--- config.mk ---
export PLATFORM = sky130hd
export DESIGN_NAME = timer_counter_bank
export DESIGN_NICKNAME = d
export VERILOG_FILES = /design/src/rtl/timer_pkg.sv /design/src/rtl/timer_channel.sv /design/src/rtl/timer_counter_bank.sv
export SDC_FILE = /design/constraint.sdc
export NUM_CORES = 1
export LEC_CHECK = 0
export ABC_AREA = 0
export BUFFER_PORTS_ARGS = -buffer_cell sky130_fd_sc_hd__buf_2
export CORE_MARGIN = 8
export CORE_UTILIZATION = 60
export CTS_CLUSTER_DIAMETER = 40
export DETAILED_ROUTE_END_ITERATION = 16
export MAX_ROUTING_LAYER = met4
export PLACE_DENSITY_LB_ADDON = 0.2
export SLEW_MARGIN = 10
export SYNTH_ARGS = -nofsm -noshare
export SYNTH_HDL_FRONTEND = slang
export SYNTH_SLANG_ARGS = --single-unit
--- constraint.sdc ---
create_clock -name clk -period 2.3 [get_ports clk]
set_input_delay 0.345 -clock clk [delete_from_list [all_inputs] [get_ports clk]]
set_output_delay 0.345 -clock clk [all_outputs]
set_load 0.1 [all_outputs]
--- src/rtl/timer_pkg.sv ---
// Shared encodings for the timer/counter bank: modes, register fields and CTRL layout.
package timer_pkg;

  typedef enum logic [1:0] {
    MODE_FREE    = 2'd0,
    MODE_RELOAD  = 2'd1,
    MODE_ONESHOT = 2'd2,
    MODE_HOLD    = 2'd3
  } mode_e;

  localparam logic [1:0] F_TL   = 2'd0;
  localparam logic [1:0] F_TH   = 2'd1;
  localparam logic [1:0] F_CTRL = 2'd2;
  localparam logic [1:0] F_FLAG = 2'd3;

  localparam int unsigned CTRL_MODE_LSB = 0;
  localparam int unsigned CTRL_CT       = 2;
  localparam int unsigned CTRL_GATE     = 3;
  localparam int unsigned CTRL_TR       = 4;

  // Packed so that the struct matches the CTRL byte bits 4:0 directly.
  typedef struct packed {
    logic  tr;
    logic  gate;
    logic  ct;
    mode_e mode;
  } ctrl_t;

endpackage

--- src/rtl/timer_channel.sv ---
// One timer/counter channel: input synchronisers, edge detect, mode logic and overflow flag.
module timer_channel
  import timer_pkg::*;
#(
  parameter int unsigned WIDTH = 16
) (
  input  logic             clk,
  input  logic             reset,
  input  logic             tick,
  input  logic             t_pin,
  input  logic             int_pin,
  input  logic             we_tl,
  input  logic             we_th,
  input  logic             we_ctrl,
  input  logic             we_flag,
  input  logic [7:0]       wdata,
  input  logic             tf_clr,
  output logic [7:0]       tl,
  output logic [WIDTH-9:0] th,
  output ctrl_t            ctrl,
  output logic             tf
);

  logic [2:0]       t_sync_q;
  logic [1:0]       int_sync_q;
  logic [7:0]       tl_q, tl_d;
  logic [WIDTH-9:0] th_q, th_d;
  ctrl_t            ctrl_q, ctrl_d;
  logic             tf_q, tf_d;
  logic             fall, run, inc, ovf;
  logic [WIDTH-1:0] count, count_inc;

  // Stage 2 is the synchronised level; stage 3 only serves the falling-edge compare.
  assign fall      = t_sync_q[2] & ~t_sync_q[1];
  assign run       = ctrl_q.tr & (~ctrl_q.gate | int_sync_q[1]);
  assign inc       = run & (ctrl_q.ct ? fall : tick);
  assign count     = {th_q, tl_q};
  assign count_inc = count + WIDTH'(1);

  always_comb begin
    tl_d   = tl_q;
    th_d   = th_q;
    ctrl_d = ctrl_q;
    tf_d   = tf_q;
    ovf    = 1'b0;
    // A register write in the same cycle swallows that cycle's increment.
    if (we_tl || we_th || we_ctrl) begin
      if (we_tl)   tl_d   = wdata;
      if (we_th)   th_d   = wdata[WIDTH-9:0];
      if (we_ctrl) ctrl_d = ctrl_t'(wdata[4:0]);
    end else if (inc) begin
      unique case (ctrl_q.mode)
        MODE_FREE, MODE_ONESHOT: begin
          {th_d, tl_d} = count_inc;
          ovf          = &count;
          if (ovf && ctrl_q.mode == MODE_ONESHOT) ctrl_d.tr = 1'b0;
        end
        MODE_RELOAD: begin
          if (&tl_q) begin
            tl_d = 8'(th_q);
            ovf  = 1'b1;
          end else begin
            tl_d = tl_q + 8'd1;
          end
        end
        default: ;
      endcase
    end
    if (we_flag)     tf_d = wdata[0];
    else if (ovf)    tf_d = 1'b1;
    else if (tf_clr) tf_d = 1'b0;
  end

  always_ff @(posedge clk) begin
    if (reset) begin
      t_sync_q   <= '0;
      int_sync_q <= '0;
      tl_q       <= '0;
      th_q       <= '0;
      ctrl_q     <= '0;
      tf_q       <= 1'b0;
    end else begin
      t_sync_q   <= {t_sync_q[1:0], t_pin};
      int_sync_q <= {int_sync_q[0], int_pin};
      tl_q       <= tl_d;
      th_q       <= th_d;
      ctrl_q     <= ctrl_d;
      tf_q       <= tf_d;
    end
  end

  assign tl   = tl_q;
  assign th   = th_q;
  assign ctrl = ctrl_q;
  assign tf   = tf_q;

endmodule

--- src/rtl/timer_counter_bank.sv ---
// Bank of 8051-style timer/counters: shared machine-cycle prescaler, register decode, read mux.
module timer_counter_bank
  import timer_pkg::*;
#(
  parameter int unsigned NUM_TIMERS = 2,
  parameter int unsigned WIDTH      = 16,
  parameter int unsigned PRESCALE   = 12,
  localparam int unsigned AW        = $clog2(NUM_TIMERS) + 2
) (
  input  logic                  clk,
  input  logic                  reset,
  input  logic [NUM_TIMERS-1:0] t_pin,
  input  logic [NUM_TIMERS-1:0] int_pin,
  input  logic                  reg_we,
  input  logic [AW-1:0]         reg_addr,
  input  logic [7:0]            reg_wdata,
  output logic [7:0]            reg_rdata,
  input  logic [NUM_TIMERS-1:0] tf_clr,
  output logic [NUM_TIMERS-1:0] tf,
  output logic [NUM_TIMERS-1:0] tr
);

  localparam int unsigned PW = $clog2(PRESCALE);

  logic [PW-1:0]    pre_q, pre_d;
  logic             tick;
  logic [AW-1:0]    ch_sel;
  logic [1:0]       field;
  logic [7:0]       tl_arr   [NUM_TIMERS];
  logic [WIDTH-9:0] th_arr   [NUM_TIMERS];
  ctrl_t            ctrl_arr [NUM_TIMERS];

  assign tick  = (pre_q == PW'(PRESCALE - 1));
  assign pre_d = tick ? '0 : pre_q + PW'(1);

  always_ff @(posedge clk) begin
    if (reset) pre_q <= '0;
    else       pre_q <= pre_d;
  end

  assign ch_sel = reg_addr >> 2;
  assign field  = reg_addr[1:0];

  // Channel indices past NUM_TIMERS match no instance, so they ignore writes and read 0.
  for (genvar g = 0; g < NUM_TIMERS; g++) begin : g_ch
    logic sel;
    assign sel = reg_we && (ch_sel == AW'(g));

    timer_channel #(
      .WIDTH (WIDTH)
    ) u_channel (
      .clk     (clk),
      .reset   (reset),
      .tick    (tick),
      .t_pin   (t_pin[g]),
      .int_pin (int_pin[g]),
      .we_tl   (sel && field == F_TL),
      .we_th   (sel && field == F_TH),
      .we_ctrl (sel && field == F_CTRL),
      .we_flag (sel && field == F_FLAG),
      .wdata   (reg_wdata),
      .tf_clr  (tf_clr[g]),
      .tl      (tl_arr[g]),
      .th      (th_arr[g]),
      .ctrl    (ctrl_arr[g]),
      .tf      (tf[g])
    );

    assign tr[g] = ctrl_arr[g].tr;
  end

  always_comb begin
    reg_rdata = '0;
    for (int i = 0; i < NUM_TIMERS; i++) begin
      if (ch_sel == AW'(i)) begin
        unique case (field)
          F_TL:    reg_rdata = tl_arr[i];
          F_TH:    reg_rdata = 8'(th_arr[i]);
          F_CTRL:  reg_rdata = {3'b000, ctrl_arr[i]};
          default: reg_rdata = {7'b0, tf[i]};
        endcase
      end
    end
  end

endmodule

==> impl_metrics.tcl <==
set metrics [dict create \
    crit_type "flop to primary output" \
    syn_area_um2 3750 \
    drtIter0Drc 353 \
    hp-class "input port to flop" \
    ys_ff_latch 58 \
    status "finished clean" \
    cts_buffers 9 \
    route.detailed.drc 0 \
    ir_drop_uv 468 \
    slowest_delay_ns 0.51 \
    cts_buffer_depth 2 \
    htree_levels 3 \
    layout-drive-gt1-share_pct 19.7 \
    grt_max_degree 42 \
    coreArea_um2 5990 \
    rr_startpoint "pre_q[0]" \
    insertedDiodeCount 0 \
    tritoncts "yes" \
    synthSimpleGateAreaFrac_pct 24.9 \
    synth_edf_count 0 \
    worstSetupStartpoint "g_ch[0].u_channel.th[0]" \
    synth_fa_ha_area_share_pct 1.00 \
    period_share_pct 96.2 \
    synth_cells 470 \
    crit_slowest_cell "mux4_2" \
    synth.distinct_cells 69 \
    critPathCapture "reg_rdata[0]" \
    dieArea_um2 9030 \
    synthMostInstantiatedCell "dfxtp_1" \
    vias 3889 \
    slew_viol_final 0 \
    synth_common_cells "58 x dfxtp_1, 45 x a21oi_1, 43 x nor2_1" \
    synth-xor-area-share_pct 2.10 \
    worstPathArrival_ns 1.87 \
    min_period_ns 2.21 \
    power_w 0.00239 \
    firstDrtPassIters 7 \
    clk_pin_slew_worst_paths_ns 0.07 \
    fillers 474 \
    p_leak_nw 1.58 \
    wirelength_um 11400 \
    synth_compound_area_share_pct 26.5 \
    async_flop_share_pct 0 \
    antenna_found_initial 0 \
    path_cells "mux4_2, mux2_2, buf_2" \
    relSlewSlack_pct 65.8 \
    syn_nets 493 \
    seq_area_um2 1160 \
    power.density_nw_per_um2 555 \
    worstMarginPinSlew_ns 0.508 \
    cap_violations 0 \
    end_kind "primary output" \
    hpwl_um 8210 \
    synth_top_family_by_area "compound AO/OA/AOI/OAI gates" \
    boundaryPins 32 \
    ys.flop_type "dfxtp_1" \
    cp-start-kind "flop" \
    grt_setup_unrepaired "no" \
    fp.dieH_um 95.0 \
    grt_pass1_wl_um 18400 \
    fin_util_pct 72.0 \
    wire_per_inst_um 19.6 \
    die_x_um 95.0 \
    r2r_slack_ns 0.19 \
    synth.area.top_cells "dfxtp_1 31%, a21oi_1 6.0%, mux2i_1 4.5%" \
    start_util_pct 62.5 \
    clkSinkCount 58 \
    rr_worst_depth 6 \
    synth_top_area_share_pct 31.0 \
    skew_ns 0.00761 \
    setup_viol 0 \
    hold_violations 0 \
    synth_mux_area_share_pct 8.75 \
    fp-row-count 28 \
    grt-ovfl-total 0 \
    grt_pass1_vias 3639 \
    holdBufCountCts 0 \
    ys_warn_count 0 \
    required_ns 1.96 \
    clock.fmax_ghz 0.452 \
    clk_latency_ns 0.35 \
    place.gp.congestion 1.00 \
    numPortBuffers 31 \
    gr-usage-all-layers_pct 26.6 \
    clk_root_buffer_cell "clkbuf_8" \
    synth.yosys.seq_area_share_pct 31.0 \
    viasPerCell 6.67 \
    multi_input_area_um2 2420 \
    cp_max_fo 10 \
    rr_endpoint "g_ch[0].u_channel.th[6]" \
    drtAntennaViolNets 0 \
    area_delta_synth_final_pct 15.2 \
    yosysTopAreaCell "dfxtp_1" \
    post_synth.cell_area_avg_um2 7.97 \
    final_nets 526 \
]
## layout by cell type, fill, tap and decap left out, types with 12 or more instances in the layout
| cell type | Yosys | routed |
|---|---|---|
| dfxtp_1 | 58 | 58 |
| nor2_1 | 43 | 43 |
| nand2_1 | 41 | 41 |
| a21oi_1 | 45 | 41 |
| o21ai_0 | 30 | 30 |
| buf_2 | 10 | 27 |
| nand3_1 | 24 | 24 |
| buf_4 | 5 | 24 |
| mux2i_1 | 17 | 17 |
| inv_1 | 14 | 14 |
| nor2b_1 | 16 | 12 |
| nor3_1 | 12 | 12 |
## critical path, delay by kind of cell, from the launching register on
family	cells	cell delay, ns
flip-flops	1	0.44
buffers and inverters	1	0.29
multiplexers	2	0.79
## registers in the layout, indices dropped and copies added (netlist names)
| name | cells |
|---|---|
| g_ch.u_channel.tf | 2 |
| g_ch.u_channel.ctrl | 10 |
| pre_q | 4 |
| g_ch.u_channel.int_sync_q | 4 |
| g_ch.u_channel.th | 16 |
| g_ch.u_channel.tl | 16 |
| g_ch.u_channel.t_sync_q | 6 |
## how the worst min path moves through the flow
stage | startpoint | endpoint | slack, ns | depth (start not counted)
floorplan | g_ch[0].u_channel.int_sync_q[0] | g_ch[0].u_channel.int_sync_q[1] | 0.41 | 1
global placement | g_ch[0].u_channel.t_sync_q[0] | g_ch[0].u_channel.t_sync_q[1] | 0.41 | 1
detailed placement | g_ch[0].u_channel.t_sync_q[0] | g_ch[0].u_channel.t_sync_q[1] | 0.42 | 1
CTS | int_pin[0] | g_ch[0].u_channel.int_sync_q[0] | 0.21 | 2
global route | int_pin[0] | g_ch[0].u_channel.int_sync_q[0] | 0.22 | 2
finish | int_pin[0] | g_ch[0].u_channel.int_sync_q[0] | 0.21 | 2
## per-stage QoR
stage               std cells  TNS, ns  worst slack, ns  cell area, µm²  hold WS, ns
floorplan                 470   -0.429           -0.348            3790        0.414
global placement          567        0            0.197            4120        0.414
detailed placement        567        0            0.127            4120        0.424
CTS                       583        0            0.114            4310        0.213
global route              583        0           0.0117            4320        0.218
finish                    583        0           0.0868            4320        0.210
## kinds of logic after synthesis
kind of cell,Yosys count
AO/OA/AOI/OAI,144
XOR/XNOR,9
adder cells (fa/ha/maj),3
buffers and inverters,47
flip-flops,58
multiplexers,26
AND/OR/NAND/NOR,183
## report_power, final
part | switching (W) | internal (W)
Combinational | 0.000236 | 0.000129
Clock | 0.000431 | 0.000526
Sequential | 0.0000361 | 0.00104
Total | 0.000704 | 0.00169
## cell type report
type	count	area share [%]
clock buffer	11	3.28
timing repair buffer	55	9.16
inverter	14	1.22
multi-input combinational	365	56.0
tap	75	2.17
sequential	58	26.9
clock inverter	5	1.25
## per-layer routing
layer	GRT usage (%)	vias up	wire length (µm)
li1	-	1799	-
met1	32.1	1820	4620
met2	41.5	221	5440
met3	4.48	49	897
met4	14.7	0	468
met5	-	-	0
## repair_timing
action,4_1_cts,5_1_grt
resized for setup,0,1
endpoints found under the setup margin,0,1
setup buffers,0,0
(Power assumes the default switching activity.)
